==> config.mk <==
export PLATFORM = sky130hd
export DESIGN_NAME = plic_gateway
export DESIGN_NICKNAME = d
export VERILOG_FILES = /design/src/rtl/plic_pkg.sv /design/src/rtl/plic_gateway_src.sv /design/src/rtl/plic_gateway.sv
export SDC_FILE = /design/constraint.sdc
export NUM_CORES = 1
export LEC_CHECK = 0
export CELL_PAD_IN_SITES_DETAIL_PLACEMENT = 0
export CELL_PAD_IN_SITES_GLOBAL_PLACEMENT = 1
export CORE_ASPECT_RATIO = 1.4
export CORE_UTILIZATION = 47
export CTS_BUF_LIST = sky130_fd_sc_hd__clkbuf_4
export DETAILED_ROUTE_END_ITERATION = 10
export PLACE_DENSITY_LB_ADDON = 0.1
export SETUP_SLACK_MARGIN = 0.05
export SLEW_MARGIN = 10
export SYNTH_ARGS = -nofsm -noshare
export SYNTH_HDL_FRONTEND = slang
export SYNTH_SLANG_ARGS = --single-unit
==> constraint.sdc <==
create_clock -name clk -period 2.3 [get_ports clk]
set_input_delay 0.46 -clock clk [delete_from_list [all_inputs] [get_ports clk]]
set_output_delay 0.46 -clock clk [all_outputs]
set_load 0.01 [all_outputs]
==> src/rtl/plic_pkg.sv <==
// plic_pkg: shared definitions for the PLIC interrupt gateway.
//   ID_W       - width of claim/complete source IDs
//   MAX_SRC    - largest source ID the ID width can address (ID 0 reserved)
//   gw_state_t - per-source gateway state
package plic_pkg;

    localparam int unsigned ID_W    = 5;
    localparam int unsigned MAX_SRC = 31;

    typedef enum logic [1:0] {
        GW_IDLE = 2'd0,
        GW_REQ  = 2'd1,
        GW_INFL = 2'd2
    } gw_state_t;

endpackage

==> src/rtl/plic_gateway_src.sv <==
// plic_gateway_src: gateway for one interrupt source.
//   Synchronises the raw line, optionally glitch-filters it, applies level or
//   rising-edge semantics and holds one outstanding request until the PLIC
//   claim/complete handshake retires it. Edge sources count missed edges in a
//   saturating counter and re-request after each completion.
// Optional build macro: PLIC_GATEWAY_GLITCH_FILTER_EN (stability filter after
//   the synchroniser; adds FILT_CYCLES of latency).
// Ports:
//   clk, resetn    - clock, synchronous active-low reset
//   irq_raw        - asynchronous raw source line
//   edge_mode      - 1 = rising-edge source, 0 = level-high source
//   match_claim    - claim of this source's ID this cycle
//   match_complete - complete of this source's ID this cycle
//   irq_out        - registered request to the PLIC core
//   inflight       - registered status: claimed, not yet completed
module plic_gateway_src
    import plic_pkg::*;
#(
    parameter int unsigned SYNC_STAGES = 2,
    parameter int unsigned EDGE_CNT_W  = 3,
    parameter int unsigned FILT_CYCLES = 4
) (
    input  logic clk,
    input  logic resetn,
    input  logic irq_raw,
    input  logic edge_mode,
    input  logic match_claim,
    input  logic match_complete,
    output logic irq_out,
    output logic inflight
);

    logic [SYNC_STAGES-1:0] sync_q;
    logic                   sync;
    logic                   filt;
    logic                   prev;
    logic                   rise;
    logic [EDGE_CNT_W-1:0]  cnt;
    logic                   cnt_sat;
    gw_state_t              state;

    always_ff @(posedge clk) begin
        if (!resetn) begin
            sync_q <= '0;
        end else begin
            sync_q <= {sync_q[SYNC_STAGES-2:0], irq_raw};
        end
    end

    assign sync = sync_q[SYNC_STAGES-1];

`ifdef PLIC_GATEWAY_GLITCH_FILTER_EN
    localparam int unsigned FW = $clog2(FILT_CYCLES + 1);

    logic [FW-1:0] filt_cnt;

    // filt only follows sync after FILT_CYCLES consecutive disagreeing cycles
    always_ff @(posedge clk) begin
        if (!resetn) begin
            filt     <= 1'b0;
            filt_cnt <= '0;
        end else if (sync != filt) begin
            if (filt_cnt == FW'(FILT_CYCLES - 1)) begin
                filt     <= sync;
                filt_cnt <= '0;
            end else begin
                filt_cnt <= filt_cnt + 1'b1;
            end
        end else begin
            filt_cnt <= '0;
        end
    end
`else
    assign filt = sync;
`endif

    assign rise    = filt & ~prev;
    assign cnt_sat = (cnt == '1);

    always_ff @(posedge clk) begin
        if (!resetn) begin
            state    <= GW_IDLE;
            cnt      <= '0;
            prev     <= 1'b0;
            irq_out  <= 1'b0;
            inflight <= 1'b0;
        end else begin
            prev <= filt;
            case (state)
                GW_IDLE: begin
                    if (edge_mode) begin
                        if (cnt != '0) begin
                            // a coincident rise replaces the edge being consumed
                            state   <= GW_REQ;
                            irq_out <= 1'b1;
                            if (!rise) begin
                                cnt <= cnt - 1'b1;
                            end
                        end else if (rise) begin
                            state   <= GW_REQ;
                            irq_out <= 1'b1;
                        end
                    end else if (filt) begin
                        state   <= GW_REQ;
                        irq_out <= 1'b1;
                    end
                end
                GW_REQ: begin
                    if (match_claim) begin
                        state    <= GW_INFL;
                        irq_out  <= 1'b0;
                        inflight <= 1'b1;
                    end else if (!edge_mode && !filt) begin
                        state   <= GW_IDLE;
                        irq_out <= 1'b0;
                    end
                    if (edge_mode && rise && !cnt_sat) begin
                        cnt <= cnt + 1'b1;
                    end
                end
                GW_INFL: begin
                    if (match_complete) begin
                        state    <= GW_IDLE;
                        inflight <= 1'b0;
                    end
                    if (edge_mode && rise && !cnt_sat) begin
                        cnt <= cnt + 1'b1;
                    end
                end
                default: begin
                    state    <= GW_IDLE;
                    irq_out  <= 1'b0;
                    inflight <= 1'b0;
                end
            endcase
        end
    end

endmodule

==> src/rtl/plic_gateway.sv <==
// plic_gateway: per-source interrupt gateways feeding the PLIC core's
//   interrupt_request vector. Decodes the claim/complete IDs into per-source
//   match pulses and instantiates one plic_gateway_src per source ID 1..NUM_SRC.
// Optional build macro: PLIC_GATEWAY_GLITCH_FILTER_EN (see plic_gateway_src).
// Ports:
//   clk, resetn    - clock, synchronous active-low reset
//   irq_raw        - asynchronous source lines, bit k-1 is source k
//   edge_mode      - per source: 1 = rising-edge, 0 = level-high
//   claim_valid    - claim register read pulse, claim_id = returned ID
//   complete_valid - complete write pulse, complete_id = written ID
//   irq_out        - registered gated requests to the PLIC
//   inflight       - registered per-source claimed-not-completed status
module plic_gateway
    import plic_pkg::*;
#(
    parameter int unsigned NUM_SRC     = 31,
    parameter int unsigned SYNC_STAGES = 2,
    parameter int unsigned EDGE_CNT_W  = 3,
    parameter int unsigned FILT_CYCLES = 4
) (
    input  logic               clk,
    input  logic               resetn,
    input  logic [NUM_SRC-1:0] irq_raw,
    input  logic [NUM_SRC-1:0] edge_mode,
    input  logic               claim_valid,
    input  logic [ID_W-1:0]    claim_id,
    input  logic               complete_valid,
    input  logic [ID_W-1:0]    complete_id,
    output logic [NUM_SRC-1:0] irq_out,
    output logic [NUM_SRC-1:0] inflight
);

    logic [NUM_SRC-1:0] match_claim;
    logic [NUM_SRC-1:0] match_complete;

    // IDs 0 and >NUM_SRC never match any source, so they have no effect
    for (genvar k = 1; k <= NUM_SRC; k++) begin : g_src
        assign match_claim[k-1]    = claim_valid    && (claim_id    == ID_W'(k));
        assign match_complete[k-1] = complete_valid && (complete_id == ID_W'(k));

        plic_gateway_src #(
            .SYNC_STAGES (SYNC_STAGES),
            .EDGE_CNT_W  (EDGE_CNT_W),
            .FILT_CYCLES (FILT_CYCLES)
        ) u_src (
            .clk            (clk),
            .resetn         (resetn),
            .irq_raw        (irq_raw[k-1]),
            .edge_mode      (edge_mode[k-1]),
            .match_claim    (match_claim[k-1]),
            .match_complete (match_complete[k-1]),
            .irq_out        (irq_out[k-1]),
            .inflight       (inflight[k-1])
        );
    end

endmodule
======== After elaboration in Yosys (flattened, before gate mapping) ========
Cells that the tools add are included.
W data, S select, Z words.
operators by class
  add/subtract/negate cells ............... 62
  reduce and logical (&&, ||, !) cells .... 496
  bitwise logic cells ..................... 124
  muxes and demuxes ....................... 713
  equal/unequal tests ..................... 434
operators by type and width
  operator               number
  $mux W2                217
  $mux W3                124
  $mux W1                248
  $ne A2 B1 Y1 const B   124
  $reduce_and A4 Y1      62
  $pmux W1 S3            62
  $pmux W2 S3            31
  $pmux W3 S2            31
  $eq A5 B5 Y1 const B   32
  $logic_and A1 B1 Y1    155
  $reduce_and A5 Y1      31
  $ne A2 B2 Y1 const B   62
  $ne A4 B2 Y1 const B   31
  $add A3 B1 Y3 const B  31
  $eq A3 B3 Y1 const B   31
  $logic_not A1 Y1       93
  $ne A3 B1 Y1 const B   31
  $ne A3 B2 Y1 const B   31
  $not A1 Y1             93
  $reduce_and A3 Y1      31
  $reduce_bool A3 Y1     31
  $sub A3 B1 Y3 const B  31
  $eq A5 B4 Y1 const B   16
  $eq A2 B1 Y1 const B   31
  8 further kinds        169
storage, ports and cells
  logic and storage cells ................. 2015
  input port bits ......................... 76
  output and inout bits ................... 62
  register bits ........................... 310

======== Logic depth before layout (Yosys ltp) ========
Gate-level depths: netlist of run 1.
  word-level depth ........................ 6
  mapped depth ............................ 7

======== Modules after synthesis ========
Synthesis of run 1 repeated with hierarchy kept, for this count alone.
unflattened totals
  cell total of the unflattened synthesis .. 2043
  area, all modules ....................... 18620.4 sq um
by module, submodules not included
  module                                   area an instance (sq um)  instances  cells an instance
  plic_gateway_src at g_src[10].u_src ...  586.8                     30         63
  plic_gateway_src at g_src[17].u_src      563.0                     1          61
  plic_gateway                             452.9                     1          92

======== Least setup slack after synthesis of run 1 ========
No wires, ideal clock.
  kind .................................... reg2reg
  start ................................... register g_src[17].u_src.state[0]
  end ..................................... register g_src[17].u_src.cnt[2]
  data required time ...................... 2228 ps
  arrival time ............................ 1973 ps
  stages on the path, launching flop included .. 8
  library setup time ...................... 72 ps
  path buffers ............................ 0
  setup slack ............................. 256 ps
  path through ............................ dfxtp_1 -> inv_1 -> ha_1 -> fa_1 -> xnor2_1 -> or4_1 -> a21oi_1 -> mux2i_1
between the ends
  cells in the longest elaborated chain, start to end .. 4
  elaborated cells on any way between the ends .. 11
  those cells by class .................... eq/ne (6); mux (1); reduce/logical (4)
ends and longest elaborated chain
  what                                                                 RTL line                 source
  from (decl)                                                          plic_gateway_src.sv:40   gw_state_t state;
  from (signal assigned)                                               plic_gateway_src.sv:82   state <= GW_IDLE;
  from (signal assigned)                                               plic_gateway_src.sv:94   state <= GW_REQ;
  from (signal assigned)                                               plic_gateway_src.sv:100  state <= GW_REQ;
  $eq A2 B1 Y1 or $eq A2 B2 Y1 (tied branches)                         plic_gateway_src.sv:89   case (state)
  $reduce_or A2 Y1 (no source line)                                    n/a
  $ne A2 B1 Y1 (no source line) or $reduce_bool A2 Y1 (tied branches)  n/a
  $reduce_and A5 Y1 (no source line)                                   n/a
  to (signal assigned)                                                 plic_gateway_src.sv:97   cnt <= cnt - 1'b1;
  to (signal assigned)                                                 plic_gateway_src.sv:118  cnt <= cnt + 1'b1;
  to (signal assigned)                                                 plic_gateway_src.sv:127  cnt <= cnt + 1'b1;
  to (decl)                                                            plic_gateway_src.sv:38   logic [EDGE_CNT_W-1:0] cnt;
Several ways; a longest one is shown, not always the timed one.
A chain may end at the register's enable or synchronous reset.

======== Final worst setup path of run 1 ========
  start ................................... register g_src[1].u_src.inflight
  end ..................................... output inflight[0]
RTL lines
  what                    RTL line                 source
  from (decl)             plic_gateway_src.sv:30   output logic inflight
  from (signal assigned)  plic_gateway_src.sv:86   inflight <= 1'b0;
  from (signal assigned)  plic_gateway_src.sv:112  inflight <= 1'b1;
  from (signal assigned)  plic_gateway_src.sv:124  inflight <= 1'b0;
  to (decl)               plic_gateway.sv:30       output logic [NUM_SRC-1:0] inflight
No word-level cell between the ends.

==> summary.txt, run 1 <==
Status
  – Status: complete, but fails checks
  – Failing checks: DRC

Die
  – Die area: 38600 um^2
  – Starting density of the core: about half
  – I/O pin count: 138
  – Die Ht: 232 um
  – Area of the core: 37000 um^2
  – FP Rows: 83
  – Die W: around 170 um

Pwr
  – Internal Power: 13.9 mW
  – Pwr Total: 22.8 mW
  – Comb pwr share: 44.5%
  – Switching Share: 39.0%
  – Psw: between 8 and 9 mW
  – Peak supply drop: 501 uV
  – P_leak: about 8.2 nW
  – PwrDens: 1100 nW/um^2
  – Reg power frac: 35.3%
  – Clock Power Share: 20.2%

STA
  – Max-slew headroom: 60.4%
  – Minimum clock period after layout: 2.18 ns
  – Final hold viol count: 0
  – Min Hold Slack: ~0.084 ns
  – TNS Setup: 0 ns
  – RSZ-0062 raised after global routing: false
  – Fmax: around 460 MHz
  – Final period utilization: 94.6%
  – Final setup margin: ~0.12 ns
  – Slew @ Worst Pin: 0.586 ns
  – Clock skew: between 0.02 and 0.03 ns
  – Final setup viols: 0
  – Slew Viols, Final: 0

Final layout
  – Layout cell share with drive strength beyond 1: 12.9%
  – Finished Layout Cells: 2641
  – Commonest non-fill, non-tap cell in the layout: dfxtp_1
  – Fill count: about 3500
  – Area delta synth->final: 16.8%
  – Post-route cell area: 20700 um^2
  – Most frequent cells in the layout: dfxtp_1, inv_1, nand2_1, clkdlybuf4s50_1, ha_1
  – Final core occ: 56.1%
  – Final nets: 2346

Global routing
  – Grt met2 use: 41.1%
  – Grt total ovfl: 0
  – Global-route wire length before repair: 72100 um
  – Total Routing Usage GR: a little under a quarter
  – Vias in the first global route: 14600
  – Initial antenna violation count: 3
  – Met1 usage: 26.5%
  – M3 GR Usage: 4.67%
  – Top Usage Layer GRT: met2
  – Largest net degree at the start of global routing: 47

Yosys
  – Synth Register Bits: 310
  – Synth Cell Area: 17700 um^2
  – Cell variety after synth: 67
  – Ys Warns: 0
  – EDFF count, synth: 0
  – Mapped Nets: 2166
  – Syn_area_per_cell: 9.17 um^2
  – Main synth FF type: dfxtp_1
  – Post-Synthesis Cells: 1935
  – Seq/Total Area, Yosys: between 30% and 40%
  – Asr flop ratio synth: 0%

Clocking
  – Cts hold-fix bufs: 0
  – CTS Buf Count: 81
  – Worst skew pair latency: 0.77 ns
  – Clock Root Buffer: clkbuf_4
  – Worst-path clk slew: about 0.08 ns
  – Number of buffers added for setup after CTS: 0
  – H-tree depth: 3
  – CTS tree: built
  – Clock sink total: 310
  – CTS Buffer Depth: 3

Placed design
  – # placed instances: 2499
  – I/O Buffers: 137
  – Dpl hpwl: 32500 um
  – Place WS: -0.210 ns
  – Routability cong.: 0.864
  – DP Area: about 20000 um^2

Setup path
  – CP peak stage delay: 0.56 ns
  – Crit Path Category: reg2out
  – Top delay family on crit path: buffers and inverters
  – Critical-path cell list: clkdlybuf4s50_1
  – Req. time, crit path: 1.84 ns
  – Startpoint types: register
  – Buf+Inv Stages, Crit Path: 1
  – CP arrival: about 1.7 ns
  – CP Max Fanout: 2
  – Crit-path slowest cell: clkdlybuf4s50_1
  – Crit path capture type: output port

Route
  – Vias/cell: between 5 and 6
  – Vias: 14900
  – DR DRC count: 9
  – DRT iter0 DRCs: 674
  – WL per Instance: 16.8 um
  – DRT Wirelength: 44300 um
  – First drt pass iteration count: 8
  – Detail Route Antenna Nets: 0

Hold path
  – Worst hold path type: in2reg

Job
  – Max-Cap Viols: 0
## power groups by stage
stage / logic (mW) / clock network (mW) / registers, mW
CTS: 10.1 / 4.81 / 8.03
floorplan: 8.05 / 0 / 7.73
finish: 10.1 / 4.61 / 8.04
global route: 11.4 / 5.09 / 8.27
global placement: 9.82 / 0 / 8.08
detailed placement: 10.1 / 0 / 8.13
## routing by layer
layer  vias up  routed length (um)
met4         0                1720
li1       7401                   -
met5         -                   0
met2       344               21700
met3       108                2150
met1      7062               18800
## cells by family after synthesis
| group | after synthesis | share of synthesized area, % |
|---|---|---|
| and+or+nand+nor | 615 | 20.3 |
| muxes | 69 | 3.89 |
| xor gates and xnor gates | 31 | 1.53 |
| buffers and inverters | 273 | 7.30 |
| AOI/OAI and AO/OA | 482 | 19.7 |
| adders and majority gates | 155 | 12.2 |
| DFF | 310 | 35.0 |
## area by class of cell
cell class	count	area, um^2	share of cell area (%)
multi-input combinational	1352	10300	49.6
clock buffer	114	856	4.13
inverter	144	541	2.61
antenna	3	7.51	0.0362
tap	467	584	2.82
sequential	310	6220	30.0
timing repair buffer	226	2140	10.3
clock inverter	25	98.8	0.477
## cell usage after synthesis, types with 8 or more instances
library cell / n / area [um^2]
a211oi_1: 19 / 143
a21boi_0: 23 / 173
a21oi_1: 95 / 475
a32o_1: 13 / 130
a32oi_1: 8 / 70.1
a41oi_1: 32 / 280
and2_1: 94 / 588
buf_1: 8 / 30.0
buf_2: 16 / 80.1
buf_4: 65 / 488
clkbuf_1: 39 / 146
dfxtp_1: 310 / 6210
fa_1: 31 / 621
ha_1: 124 / 1550
inv_1: 143 / 537
mux2i_1: 69 / 691
nand2_1: 132 / 495
nand2b_1: 50 / 313
nand3_1: 38 / 190
nand3b_1: 17 / 128
nand4_1: 29 / 181
nor2_1: 41 / 154
nor2b_1: 12 / 75.1
nor3_1: 43 / 215
nor4_1: 19 / 119
nor4b_1: 20 / 175
o21a_1: 50 / 375
o21ai_0: 51 / 255
o311a_1: 16 / 160
o311ai_0: 12 / 105
o31a_1: 30 / 263
o31ai_1: 74 / 556
o41ai_1: 19 / 166
or2_2: 20 / 125
or3_1: 13 / 81.3
or3b_2: 10 / 87.6
or4_1: 32 / 240
or4b_1: 13 / 130
xor2_1: 26 / 228
## registers in the layout (all words and copies together), names as in the netlist
signal,cells
g_src.u_src.prev,31
g_src.u_src.inflight,31
g_src.u_src.state,62
g_src.u_src.sync_q,62
g_src.u_src.irq_out,31
g_src.u_src.cnt,93
## final timing paths
check | from | to | slack, ns | cells past startpoint
max | g_src[1].u_src.inflight | inflight[0] | 0.12 | 1
min | resetn | g_src[9].u_src.inflight | 0.08 | 2
max reg2reg | g_src[19].u_src.state[0] | g_src[19].u_src.cnt[1] | 0.14 | 6
min reg2reg | g_src[10].u_src.sync_q[0] | g_src[10].u_src.sync_q[1] | 0.43 | 1
## timing repair
item                       CTS  global route
gates resized for setup     11            15
setup endpoints to repair   11             8
hold endpoints to repair     0             0
pin swaps                    0             0
Note: power is estimated with default switching activity, not from simulation.
==> inputs of run 2 (changes only) <==
Settings changed: CELL_PAD_IN_SITES_DETAIL_PLACEMENT 0 to not set, CELL_PAD_IN_SITES_GLOBAL_PLACEMENT 1 to not set, CORE_UTILIZATION 47 to 55, CTS_BUF_LIST sky130_fd_sc_hd__clkbuf_4 to not set, CTS_CLUSTER_SIZE set to 16, PLACE_DENSITY set to 0.76, PLACE_DENSITY_LB_ADDON 0.1 to not set.
==> run 2 against run 1 <==
  * The flow now finishes without violations
  * Sequential cell count did not move
  * Wire length down 2.3%
  * Global-route usage rose by 3.4 points
  * Non-clock buffer count is 5 lower
  * Final cell count down 5.9%
  * Utilization up 9.6 points
  * Die area fell by 14%
  * Total power increased by 5.1%
  * First-iteration DRC count rose by 27%
  * Highest routed layer is now met5
  * Critical path type is now reg2reg
  * Critical path depth is 5 higher
  * Clock-buffer cell count down 60
==> summary.txt, run 2 (same netlist as run 1, synthesis figures left out) <==
Status
  – Status: completed

Pwr
  – Pwr Total: 23.9 mW
  – P_leak: about 8 nW
  – PwrDens: 1150 nW/um^2
  – Peak supply drop: 687 uV

Final layout
  – Largest regs: g_src.u_src.cnt (93), g_src.u_src.state (62), g_src.u_src.sync_q (62)
  – Max reg flops: 93
  – Commonest non-fill, non-tap cell in the layout: dfxtp_1
  – Top reg by flops: g_src.u_src.cnt
  – Most frequent cells in the layout: dfxtp_1, inv_1, clkdlybuf4s50_1, nand2_1, ha_1
  – Area delta synth->final: 17.3%
  – Final nets: between 2000 and 2500
  – Layout cell share with drive strength beyond 1: 9.44%

Setup path
  – CP arrival: 2.61 ns
  – Crit Path Category: reg2reg
  – Critical-path cell list: inv_1 > ha_1 > inv_1 > fa_1 > or4b_2 > a21oi_1
  – CP Max Fanout: 4
  – Crit path capture type: register
  – Buf+Inv Stages, Crit Path: 2
  – Top delay family on crit path: adder cells
  – Startpoint types: register
  – CP most frequent cell: inv_1
  – Crit-path slowest cell: or4b_2
  – Req. time, crit path: around 2.8 ns
  – CP peak stage delay: roughly 0.57 ns

Global routing
  – Global-route wire length before repair: 72000 um
  – Vias in the first global route: 14800
  – Grt total ovfl: 0
  – Largest net degree at the start of global routing: between 50 and 60
  – Total Routing Usage GR: 26.6%
  – Initial antenna violation count: 4

Clocking
  – Clock Root Buffer: clkbuf_16
  – Worst skew pair latency: 0.53 ns
  – CTS tree: built
  – CTS Buf Count: 34
  – CTS Buffer Depth: 3
  – Number of buffers added for setup after CTS: 0
  – H-tree depth: 2
  – Worst-path clk slew: 0.06 ns
  – Clock sink total: between 300 and 400

Route
  – DRT iter0 DRCs: ~860
  – First drt pass iteration count: 6
  – Vias: 14900
  – DRT Wirelength: roughly 43000 um
  – Detail Route Antenna Nets: 0
  – DR DRC count: 0
  – Vias/cell: 5.99
  – WL per Instance: 17.4 um

Die
  – Die area: 33000 um^2
  – Starting density of the core: 56.0%
  – Die Ht: ~210 um
  – I/O pin count: 138
  – FP Rows: 77
  – Area of the core: about 32000 um^2
  – Die W: roughly 150 um

STA
  – Final period utilization: 94.1%
  – Slew Viols, Final: 0
  – Final hold viol count: 0
  – Min Hold Slack: 0.402 ns
  – Minimum clock period after layout: 2.16 ns
  – TNS Setup: 0 ns
  – Clock skew: 0.0102 ns
  – RSZ-0062 raised after global routing: false
  – Final setup viols: 0
  – Fmax: 462 MHz
  – Slew @ Worst Pin: about 0.6 ns
  – Final setup margin: 0.136 ns
  – Max-slew headroom: 59.3%

Placed design
  – Routability cong.: around 0.86
  – Dpl hpwl: 32000 um
  – I/O Buffers: 137
  – Place WS: -0.213 ns

Job
  – Max-Cap Viols: 0

Hold path
  – Worst hold path type: in2reg
==> run 2: cell types whose count changed in the layout (fill, tap and decap cells not counted), moves of 5 or more <==
cell             before  now
clkbuf_8              0   12
clkdlybuf4s50_1     130  136
dlygate4sd2_1         6    0
clkbuf_1              0    6
dfxtp_1             297  303
buf_4                81   75
dfxtp_2              12    7
clkinv_1             19    0
clkbuf_4            114    0
clkbuf_16             0   37
==> run 2: tightest hold or removal path: stages <==
cell and delay, ns:
clkbuf_8 0.23, nand2_1 0.12, mux2i_1 0.06
==> run 2: worst paths after layout <==
| path | from | endpoint | slack, ns | cells past startpoint |
|---|---|---|---|---|
| worst min-delay path | resetn | g_src[19].u_src.cnt[2] | 0.40 | 3 |
| worst max register to register | g_src[10].u_src.state[0] | g_src[10].u_src.cnt[1] | 0.14 | 6 |
| worst min register to register | g_src[29].u_src.sync_q[0] | g_src[29].u_src.sync_q[1] | 0.42 | 1 |
| worst max-delay path | g_src[10].u_src.state[0] | g_src[10].u_src.cnt[1] | 0.14 | 6 |
==> run 2: timing repair <==
action                                  CTS  global route
endpoints found under the hold margin     0             0
hold buffers                              0             0
endpoints found under the setup margin    0             6
resized for setup                         0             9
==> run 2: area by class of cell <==
cell class | instances | area (um^2)
Antenna cell | 3 | 7.51
Clock buffer | 54 | 1100
Clock inverter | 5 | 75.1
Fill cell | 2573 | 10900
Inverter | 144 | 541
Multi-Input combinational cell | 1352 | 10300
Sequential cell | 310 | 6210
Tap cell | 395 | 494
Timing Repair Buffer | 221 | 2120
==> run 2: metrics by stage <==
step / util (%) / area, um^2 / cells
finish: 65.7 / 20800 / 2484
global route: 65.7 / 20800 / 2484
CTS: 65.6 / 20800 / 2481
detailed placement: 61.9 / 19600 / 2422
global placement: 61.9 / 19600 / 2422
floorplan: - / 17700 / 1935
==> run 2: routing by layer <==
metal,vias to the layer above,track usage (%),share of wire (%)
li1,7273,-,-
met1,7168,29.8,40
met2,343,48.7,51
met3,97,4.24,4.6
met4,2,12.3,3.7
met5,-,0,0.030
==> run 2: power by group <==
part,total [mW],switching (mW),internal (mW)
logic,10.2,5.28,4.90
clock network,5.71,2.22,3.49
registers,8.05,1.35,6.70
==> inputs of run 3 (changes only) <==
Settings changed: CTS_CLUSTER_SIZE 16 to 25, PLACE_DENSITY 0.76 to 0.83, SYNTH_HIERARCHICAL set to 1.
==> run 3 against run 2 <==
  * Worst hold slack got worse by 0.041 ns
  * Sequential cell count did not move
  * Critical path depth rose by 1
  * Final cell count rose by 8.7%
  * Utilization rose by 0.52 points
  * Synthesized cell count rose by 5.6%
==> summary.txt, run 3 <==
Die
  – FP Rows: 79
  – Die area: 34600 um^2
  – Starting density of the core: 55.9%
  – I/O pin count: 138
  – Die W: around 160 um
  – Die Ht: 220 um
  – Area of the core: 33300 um^2

Clocking
  – CTS Buf Count: 34
  – H-tree depth: 2
  – Number of buffers added for setup after CTS: 0
  – Clock sink total: 310
  – Worst skew pair latency: 0.53 ns
  – CTS tree: built
  – Clock Root Buffer: clkbuf_16
  – Worst-path clk slew: around 0.060 ns
  – CTS Buffer Depth: 3
  – Cts hold-fix bufs: 0

Final layout
  – Reg area: between 6000 and 7000 um^2
  – Finished Layout Cells: 2700
  – Largest regs: g_src.u_src/cnt (93), g_src.u_src/state (62), g_src.u_src/sync_q (62)
  – Commonest non-fill, non-tap cell in the layout: dfxtp_1
  – Multi-input gate area: 11800 um^2
  – Layout cell share with drive strength beyond 1: 6.53%
  – Final nets: 2487
  – Max reg flops: 93
  – Fill count: 2625
  – Top reg by flops: g_src.u_src/cnt
  – Post-route cell area: 22000 um^2
  – Area delta synth->final: 18.4%
  – Most frequent cells in the layout: dfxtp_1, nand2_1, mux2i_1, nor2_1, ha_1

Setup path
  – Crit path capture type: register
  – Critical-path cell list: inv_1 > ha_1 > inv_1 > fa_1 > xor2_1 > or4_1 > a21oi_1
  – Reg2reg setup slack: 0.13 ns
  – CP arrival: approximately 2.6 ns
  – Reg-to-reg endpoint: g_src[17].u_src/cnt[2]
  – Crit path from: g_src[17].u_src/state[1]
  – Req. time, crit path: roughly 2.8 ns
  – Crit-path slowest cell: or4_1
  – CP peak stage delay: 0.51 ns
  – Crit path capture: g_src[17].u_src/cnt[2]
  – FF-to-FF Start: g_src[17].u_src/state[1]
  – Reg2Reg Depth: 7
  – Startpoint types: register
  – Crit Path Category: reg2reg
  – CP most frequent cell: inv_1
  – CP Max Fanout: 4

STA
  – RSZ-0062 raised after global routing: true
  – Final period utilization: between 90% and 100%
  – Minimum clock period after layout: between 2 and 2.5 ns
  – Max-slew headroom: 68.7%
  – Clock skew: between 0.01 and 0.015 ns
  – TNS Setup: 0 ns
  – Slew @ Worst Pin: between 0.4 and 0.5 ns
  – Fmax: approximately 460 MHz
  – Slew Viols, Final: 0
  – Final hold viol count: 0
  – Final setup viols: 0

Pwr
  – P_leak: 9.60 nW
  – PwrDens: 1120 nW/um^2
  – Peak supply drop: 807 uV

Global routing
  – Grt total ovfl: 0
  – Total Routing Usage GR: between 20 and 25%
  – Largest net degree at the start of global routing: between 60 and 70
  – Global-route wire length before repair: 68500 um
  – Vias in the first global route: 14900
  – Initial antenna violation count: 3

Placed design
  – DP Area: 20800 um^2
  – # placed instances: 2634
  – I/O Buffers: 137
  – Routability cong.: 0.852
  – Dpl hpwl: just over 30000 um

Yosys
  – Cell variety after synth: 36
  – Ys Warns: 6
  – Synth Register Bits: 310
  – Main synth FF type: dfxtp_1
  – Largest area contributor in the netlist: dfxtp_1
  – Syn_area_per_cell: 9.11 um^2
  – Seq/Total Area, Yosys: 33.3%
  – Top-count cell post-synth: dfxtp_1
  – Mapped Nets: 2305
  – Synth top area cells: dfxtp_1, mux2i_1, ha_1
  – Synth Cell Area: approximately 19000 um^2
  – Post-synth top cells: dfxtp_1, nand2_1, mux2i_1, nor2_1, ha_1
  – Asr flop ratio synth: 0%
  – EDFF count, synth: 0
  – Post-synth top area share: 33.3%
  – Post-Synthesis Cells: 2043

Route
  – DR DRC count: 0
  – Vias: between 10000 and 15000
  – Detail Route Antenna Nets: 0
  – First drt pass iteration count: 7
  – DRT iter0 DRCs: 683
  – Vias/cell: 5.48
  – DRT Wirelength: approximately 42000 um
  – WL per Instance: 15.5 um

Job
  – Max-Cap Viols: 0

Status
  – Status: completed

Hold path
  – Worst hold path type: in2reg
-- run 3: changes by cell type in the layout (fill, tap and decap cells not counted), sizes merged, moves of 50 or more --
cell	previous run	this run
o21ai	53	1
nand2b	50	128
nand3	38	90
nand2	132	217
o21a	50	0
mux2i	69	214
nor2	41	157
-- run 3: layer usage --
metal	routed length (um)	share of wire [%]	vias up	global-route usage, %
met1	17000	41	7063	26.9
met5	0	0	-	0
met2	21900	52	260	45.6
met3	1520	3.6	76	3.42
li1	-	-	7389	-
met4	1310	3.1	0	10.6
-- run 3: per-stage QoR --
stage / utilization [%] / total power [mW] / worst slack [ns] / hold slack, ns
6_report: 66.2 / 24.7 / 0.129 / 0.361
5_1_grt: 66.2 / 26.4 / 0.0426 / 0.385
4_1_cts: 66.1 / 24.8 / 0.117 / 0.363
3_5_place_dp: 62.5 / 18.9 / -0.222 / 0.419
3_3_place_gp: 62.5 / 18.3 / -0.130 / 0.414
2_1_floorplan: - / 16.0 / 0.291 / 0.412
-- run 3: repair_timing --
item	CTS	global route
endpoints found under the setup margin	0	6
endpoints found under the hold margin	0	0
gates resized for setup	0	6
-- run 3: how the worst min path moves through the flow --
stage	startpoint	cells past startpoint	end	slack (ns)
2_1_floorplan	g_src[10].u_src/sync_q[0]	1	g_src[10].u_src/sync_q[1]	0.41
4_1_cts	resetn	3	g_src[27].u_src/cnt[0]	0.36
3_5_place_dp	g_src[22].u_src/sync_q[0]	1	g_src[22].u_src/sync_q[1]	0.42
5_1_grt	resetn	3	g_src[27].u_src/cnt[0]	0.38
3_3_place_gp	g_src[21].u_src/sync_q[0]	1	g_src[21].u_src/sync_q[1]	0.41
6_report	resetn	3	g_src[27].u_src/cnt[0]	0.36
-- run 3: final cells by class --
type / instances / area share [%]
multi-input combinational: 1569 / 53.5
sequential: 310 / 28.2
timing repair buffer: 183 / 8.15
clock buffer: 46 / 4.67
tap: 445 / 2.53
inverter: 127 / 2.16
clock inverter: 16 / 0.749
antenna: 4 / 0.0454
-- run 3: cell families after synthesis --
logic type,count (synthesis),share of synthesized area (%)
and+or+nand+nor,975,31.1
DFF,310,33.3
muxes,214,11.5
AOI/OAI and AO/OA,193,6.99
adders and majority gates,186,13.7
buffers and inverters,164,3.31
xor gates and xnor gates,1,0.0470
-- run 3: worst max-delay path, delay by kind of cell, from the launching register on --
kind	cells	cell delay [ns]
flip-flops	1	0.39
AND/OR/NAND/NOR	1	0.51
XOR/XNOR	1	0.17
buffers and inverters	2	0.17
AO/OA/AOI/OAI	1	0.14
adder cells (fa/ha/maj)	2	0.73
-- run 3: report_power, final --
part	internal, mW	leakage [nW]	switching [mW]
sequential	6.56	2.55	1.44
combinational	5.53	6.46	5.39
clock	3.49	0.599	2.26
total	15.6	9.60	9.08
